==> src/rtl/sw_capture_fifo.sv <==
// Switch-word capture FIFO: samples sw_i on each rising edge of the debounced key strobe,
// queues it first-word-fall-through, counts presses and flags dropped words.
module sw_capture_fifo #(
    parameter int DATA_W = 16,
    parameter int DEPTH  = 4
) (
    input  logic                       clk_i,
    input  logic                       rst_n_i,
    input  logic                       key_cap_i,
    input  logic [DATA_W-1:0]          sw_i,
    input  logic                       rd_en_i,
    input  logic                       clr_ovf_i,
    output logic [DATA_W-1:0]          rd_data_o,
    output logic                       valid_o,
    output logic                       full_o,
    output logic [$clog2(DEPTH):0]     count_o,
    output logic                       overflow_o,
    output logic [7:0]                 press_cnt_o
);
    localparam int AW = $clog2(DEPTH);
    localparam int CW = AW + 1;
    localparam logic [CW-1:0] FULL_CNT = CW'(DEPTH);

    typedef enum logic {IDLE, ARMED} state_t;

    state_t            state, state_nxt;
    logic              press;
    logic              pop, wr, drop;
    logic [AW-1:0]     rd_ptr, wr_ptr;
    logic [DATA_W-1:0] mem [DEPTH];

    // Edge guard: a held strobe raises exactly one press, on entry to ARMED.
    always_ff @(posedge clk_i or negedge rst_n_i) begin
        if (!rst_n_i) state <= IDLE;
        else          state <= state_nxt;
    end

    always_comb begin
        state_nxt = state;
        press     = 1'b0;
        case (state)
            IDLE: if (key_cap_i) begin
                state_nxt = ARMED;
                press     = 1'b1;
            end
            ARMED: if (!key_cap_i) state_nxt = IDLE;
            default: state_nxt = IDLE;
        endcase
    end

    assign valid_o   = (count_o != '0);
    assign full_o    = (count_o == FULL_CNT);
    assign rd_data_o = mem[rd_ptr];

    // A pop in the same cycle frees the head slot, so a press into a full FIFO is still accepted.
    assign pop  = rd_en_i && valid_o;
    assign wr   = press && (!full_o || pop);
    assign drop = press && full_o && !pop;

    always_ff @(posedge clk_i) begin
        if (wr) mem[wr_ptr] <= sw_i;
    end

    always_ff @(posedge clk_i or negedge rst_n_i) begin
        if (!rst_n_i) begin
            rd_ptr      <= '0;
            wr_ptr      <= '0;
            count_o     <= '0;
            overflow_o  <= 1'b0;
            press_cnt_o <= '0;
        end else begin
            if (wr)  wr_ptr <= wr_ptr + 1'b1;
            if (pop) rd_ptr <= rd_ptr + 1'b1;
            if (wr && !pop)      count_o <= count_o + 1'b1;
            else if (pop && !wr) count_o <= count_o - 1'b1;
            if (drop)           overflow_o <= 1'b1;
            else if (clr_ovf_i) overflow_o <= 1'b0;
            if (press) press_cnt_o <= press_cnt_o + 8'd1;
        end
    end
endmodule

==> config.mk <==
export PLATFORM = sky130hd
export DESIGN_NAME = sw_capture_fifo
export DESIGN_NICKNAME = d
export VERILOG_FILES = /design/src/rtl/sw_capture_fifo.sv
export SDC_FILE = /design/constraint.sdc
export NUM_CORES = 1
export LEC_CHECK = 0
export CORE_MARGIN = 8
export CORE_UTILIZATION = 53
export DETAILED_ROUTE_END_ITERATION = 6
export GPL_ROUTABILITY_DRIVEN = 0
export PLACE_DENSITY_LB_ADDON = 0.05
export SLEW_MARGIN = 0
export SYNTH_ARGS = -nofsm -noshare
export SYNTH_HDL_FRONTEND = slang
export SYNTH_SLANG_ARGS = --single-unit
==> constraint.sdc <==
create_clock -name clk_i -period 2.7 [get_ports clk_i]
set_input_delay 0.27 -clock clk_i [delete_from_list [all_inputs] [get_ports clk_i]]
set_output_delay 0.27 -clock clk_i [all_outputs]
set_load 0.05 [all_outputs]
# After elaboration in Yosys (flattened, before gate mapping)
# Memories as Yosys holds them, arrays and structs flattened.
# Index checks and enable logic that the tools add are counted.
[classes]
reduce_logical = 13
shift = 0
magnitude_cmp = 0
add_sub_neg = 5
multipliers = 0
n_eq_ne = 1
bitwise_logic = 0
n_mux = 8
n_div = 0
[ops]
columns = ["operator", "count"]
rows = [
  ["$add 8x1->8 const B", 1],
  ["$logic_and 1x1->1", 6],
  ["$mux 1", 6],
  ["$mux 3", 2],
  ["$add 2x1->2 const B", 2],
  ["$reduce_bool 2->1", 2],
  ["$add 3x1->3 const B", 1],
  ["$eq 3x3->1 const B", 1],
  ["$logic_not 1->1", 3],
  ["$reduce_bool 3->1", 1],
  ["$sub 3x1->3 const B", 1],
  ["$logic_or 1x1->1", 1],
]
[totals]
input_bits = 21
n_memories = 1
reg_bits = 17
romBits = 0
wordCells = 34
ram_bits = 64
out_inout_bits = 30
latch_bits = 0
[memory_table]
columns = ["memory", "words", "width", "rd", "rd_ports_with_merged_regs", "write_ports", "line_no", "rtl"]
rows = [
  ["mem", 4, 16, 1, 0, 1, "30", "logic [DATA_W-1:0] mem [DEPTH];"],
]

# Depth between registers and ports, before layout
[logic_depth]
ltp_word = 8
mapped_depth = 8
mapped_depth_nobuf = 8

# Least setup slack after synthesis
# OpenSTA, ideal clock, no wires.
[synth_path]
path_kind = "reg2reg"
startpoint = "reg count_o[0]"
endpoint = "reg count_o[2]"
slack_ns = 0.309
required_time_ns = 2.618
arrival_ns = 2.309
stages_incl_launch_ff = 9
setup_time_ns = 0.082
synth_period_minus_slack_ns = 2.391
path_buffers = 0
path_cell_list = "dfrtp_1 -> or3_4 -> nand2_1 -> ha_1 -> inv_1 -> fa_1 -> xor2_1 -> nor2_1 -> xor2_1"
[synth_via]
elab_chain_cells = 7
word_cells_on_any_way = 15
cone_classes = "add/sub (2); eq/ne (1); mux (2); reduce/logical (10)"
[synth_rtl]
columns = ["item", "line_no", "rtl"]
rows = [
  ["start: declaration", "16", "output logic [$clog2(DEPTH):0] count_o,"],
  ["start signal: assignment", "74", "if (wr && !pop) count_o <= count_o + 1'b1;"],
  ["start signal: assignment", "75", "else if (pop && !wr) count_o <= count_o - 1'b1;"],
  ["$reduce_bool 3->1 *", "51", "assign valid_o = (count_o != '0);"],
  ["named net valid_o", "14", "output logic valid_o,"],
  ["$logic_and 1x1->1 *", "56", "assign pop = rd_en_i && valid_o;"],
  ["$logic_or 1x1->1", "57", "assign wr = press && (!full_o || pop);"],
  ["$logic_and 1x1->1", "57", ""],
  ["$logic_not 1->1", "75", ""],
  ["$logic_and 1x1->1", "75", ""],
  ["$reduce_bool 2->1 (no line)", "-", ""],
]
# Mark *: on every way through the listed nets, which the timed path passes. The rest lies on a longest branch. The select of a mux whose other input is x is not followed.
# A chain may end at the register's enable or synchronous reset.

# Worst setup path in the final report
[layout_path]
startpoint = "reg count_o[0]"
endpoint = "out valid_o"
[layout_via]
elab_chain_cells = 1
[layout_rtl]
columns = ["item", "line_no"]
rows = [
  ["$reduce_bool 3->1", "51"],
  ["end: declaration", "14"],
]
# No other way between the ends.

==> impl_metrics.ini <==
[run_status]
run_status = complete, no violations

[worst_setup_path]
cp_data_required_time_ps = 2430
worstPathArrival_ps = 1970
worst_setup_path_start_kind = flop
crit_buf_inv = 1
slowest_stage = clkdlybuf4s50_1
critical-path-max-stage-delay_ps = 710
regToRegSetupSlack_ps = 520
critical_path.top_delay_family = buffers and inverters
worst_setup_ep_type = output pin
timing.setup.critical_path_class = flop to output pin
critical_path_peak_fanout = 6
path_cells = or3_4 -> clkdlybuf4s50_1

[placement]
io_buffer_count = 50
hpwl_dp_um = 3720
placed_cell_area_mm2 = 0.00371

[timing]
max_freq_ghz = 0.447
hold_violations = 0
drv_slew = 0
clock_skew_ps = 7.65
min_period_over_period = 0.829
slew_headroom = 0.468
finalCriticalPeriod_ps = 2240
final-setup-viol-count = 0
fin_setup_tns_ps = 0
rsz0062_at_grt = false
max_slew.worst_pin.slew_ps = 795

[floorplanning]
placementRows = 28
io_pins = 51
floorplan.die_area_mm2 = 0.00870
initial_core_util = 0.541
die_y_um = 93.3
core_area_mm2 = 0.00585
die_x_um = 93.3

[clocking]
post_cts_buffers = 0
cts-htree-levels = 3
clk_pin_slew_ps = 80
clock_insertion_delay_worst_skew_ps = 330
holdBufCountCts = 0
clkSinkCount = 81
cts-buffers-inserted = 9
clock_tree.root_cell = clkbuf_8
cts_max_path_buffers = 2
number_of_gates_given_a_new_drive_strength_after_cts = 0
tritoncts = built

[yosys]
synthSimpleGateAreaFrac = 0.0530
synth_xor_xnor_area_share = 0.0360
dominant_cell_type_by_area_after_synthesis = edfxtp_1
mappedNetlistNets = 181
synth_top_cell_area_share = 0.608
number_of_enable_flip_flop_cells_after_synthesis = 64
synth-async-reset-ratio = 0.210
synthAdderAreaFrac = 0.0301
dominantRegCellSynth = edfxtp_1
yosys_register_bits = 81
ys_seq_area_frac = 0.742
yosysWarningCount = 0
synth_area_mm2 = 0.00316
synth.area.mux_share = 0.122
postSynthAreaPerCell_um2 = 20.7
ys_top_cells_by_area = edfxtp_1 61%, dfrtp_1 13%, mux4_2 11%
ys_types = 26
dominant_combinational_cell_family_by_area_after_synthesis = multiplexers
syn-instance-count = 153
synth_compound_gate_area_share = 0.00158

[finish]
num_antenna_cells = 0
final_layout_size_suffix_gt1_frac = 0.266
final.fill_count = 391
final_common_cell = edfxtp_1
layout.nets = 241
syn2layout_area_growth_pct = 22.6
most-common-layout-cells = 64 x edfxtp_1, 34 x clkdlybuf4s50_1, 19 x buf_4
final_area_mm2 = 0.00388

[detailed_routing]
route.vias.total = 1564
dr.first_iter.drc_count = 59
ant_nets = 0
drt_wl_total_um = 5370
drc_errors = 0
dr.pass1.iters = 4
detail_route.vias_per_cell = 5.34
post_drt_wl_per_cell_um = 18.3

[power_and_ir_drop]
totalPowerFinal_uw = 4400
leakage_uw = 0.00138
peakVddDrop_uv = 705
power-per-cell-area_mw_per_mm2 = 1130

[global_routing]
gr-usage-all-layers = 0.133
grt_antenna_before_repair = 0
pin_count_of_the_biggest_net_entering_global_routing = 18
global_route_wire_length_before_repair_um = 8890
globalRouteOverflowTotal = 0
grt_pass1_vias = 1778

[worst_hold_path]
hold_path.class = primary input to asynchronous set/reset pin

[flow_run]
drv.max_cap_violation_count = 0
-- report_power, final --
part | switching [uW] | internal, uW
Combinational | 1180 | 730
Sequential | 189 | 1550
Clock | 392 | 356
Total | 1760 | 2640
-- per-stage QoR --
stage,util,instances,setup slack [ps],hold WS [ps]
floorplan,-,153,309,-25.6
global placement,0.634,277,432,462
detailed placement,0.634,277,284,478
CTS,0.663,293,427,413
global route,0.663,293,355,444
finish,0.663,293,461,397
-- state kept, by name (all words and copies together), names as in the netlist --
name / flops
overflow_o: 1
state: 1
rd_ptr: 2
count_o: 3
press_cnt_o: 8
wr_ptr: 2
mem: 64
-- cell usage after synthesis, types with 2 or more instances --
| cell type | count |
|---|---|
| and2_2 | 4 |
| buf_2 | 2 |
| buf_6 | 2 |
| dfrtp_1 | 17 |
| edfxtp_1 | 64 |
| ha_1 | 6 |
| inv_1 | 4 |
| mux4_2 | 16 |
| nand2_1 | 7 |
| nand4_1 | 4 |
| xnor2_1 | 11 |
| xor2_1 | 2 |
-- final timing paths --
path | to | cells past startpoint | start
min reg2reg | press_cnt_o[7] | 1 | press_cnt_o[7]
min | count_o[2] | 1 | rst_n_i
min in group clk_i | state | 1 | key_cap_i
max | valid_o | 2 | count_o[0]
max reg2reg | count_o[2] | 8 | count_o[0]
max in group asynchronous | rd_ptr[1] | 1 | rst_n_i
-- metal layers --
metal,routed length [um],track usage
met2,2810,0.232
met1,2190,0.150
met4,108,0.0644
met5,0,0
met3,262,0.0329
-- area by class of cell --
cell class	instances	area (um2)	share of cell area
clock inverter	5	30.0	0.00774
multi-input combinational	64	768	0.198
tap	75	93.8	0.0242
timing repair buffer	53	483	0.125
inverter	4	15.0	0.00387
clock buffer	11	141	0.0365
sequential	81	2350	0.605
-- cell families after synthesis --
group / Yosys count
AO/OA/AOI/OAI: 1
adder cells (fa/ha/maj): 7
AND/OR/NAND/NOR: 25
XOR/XNOR: 13
multiplexers: 18
buffers and inverters: 8
flip-flops: 81
No activity file was read; power rests on OpenSTA's default activity.
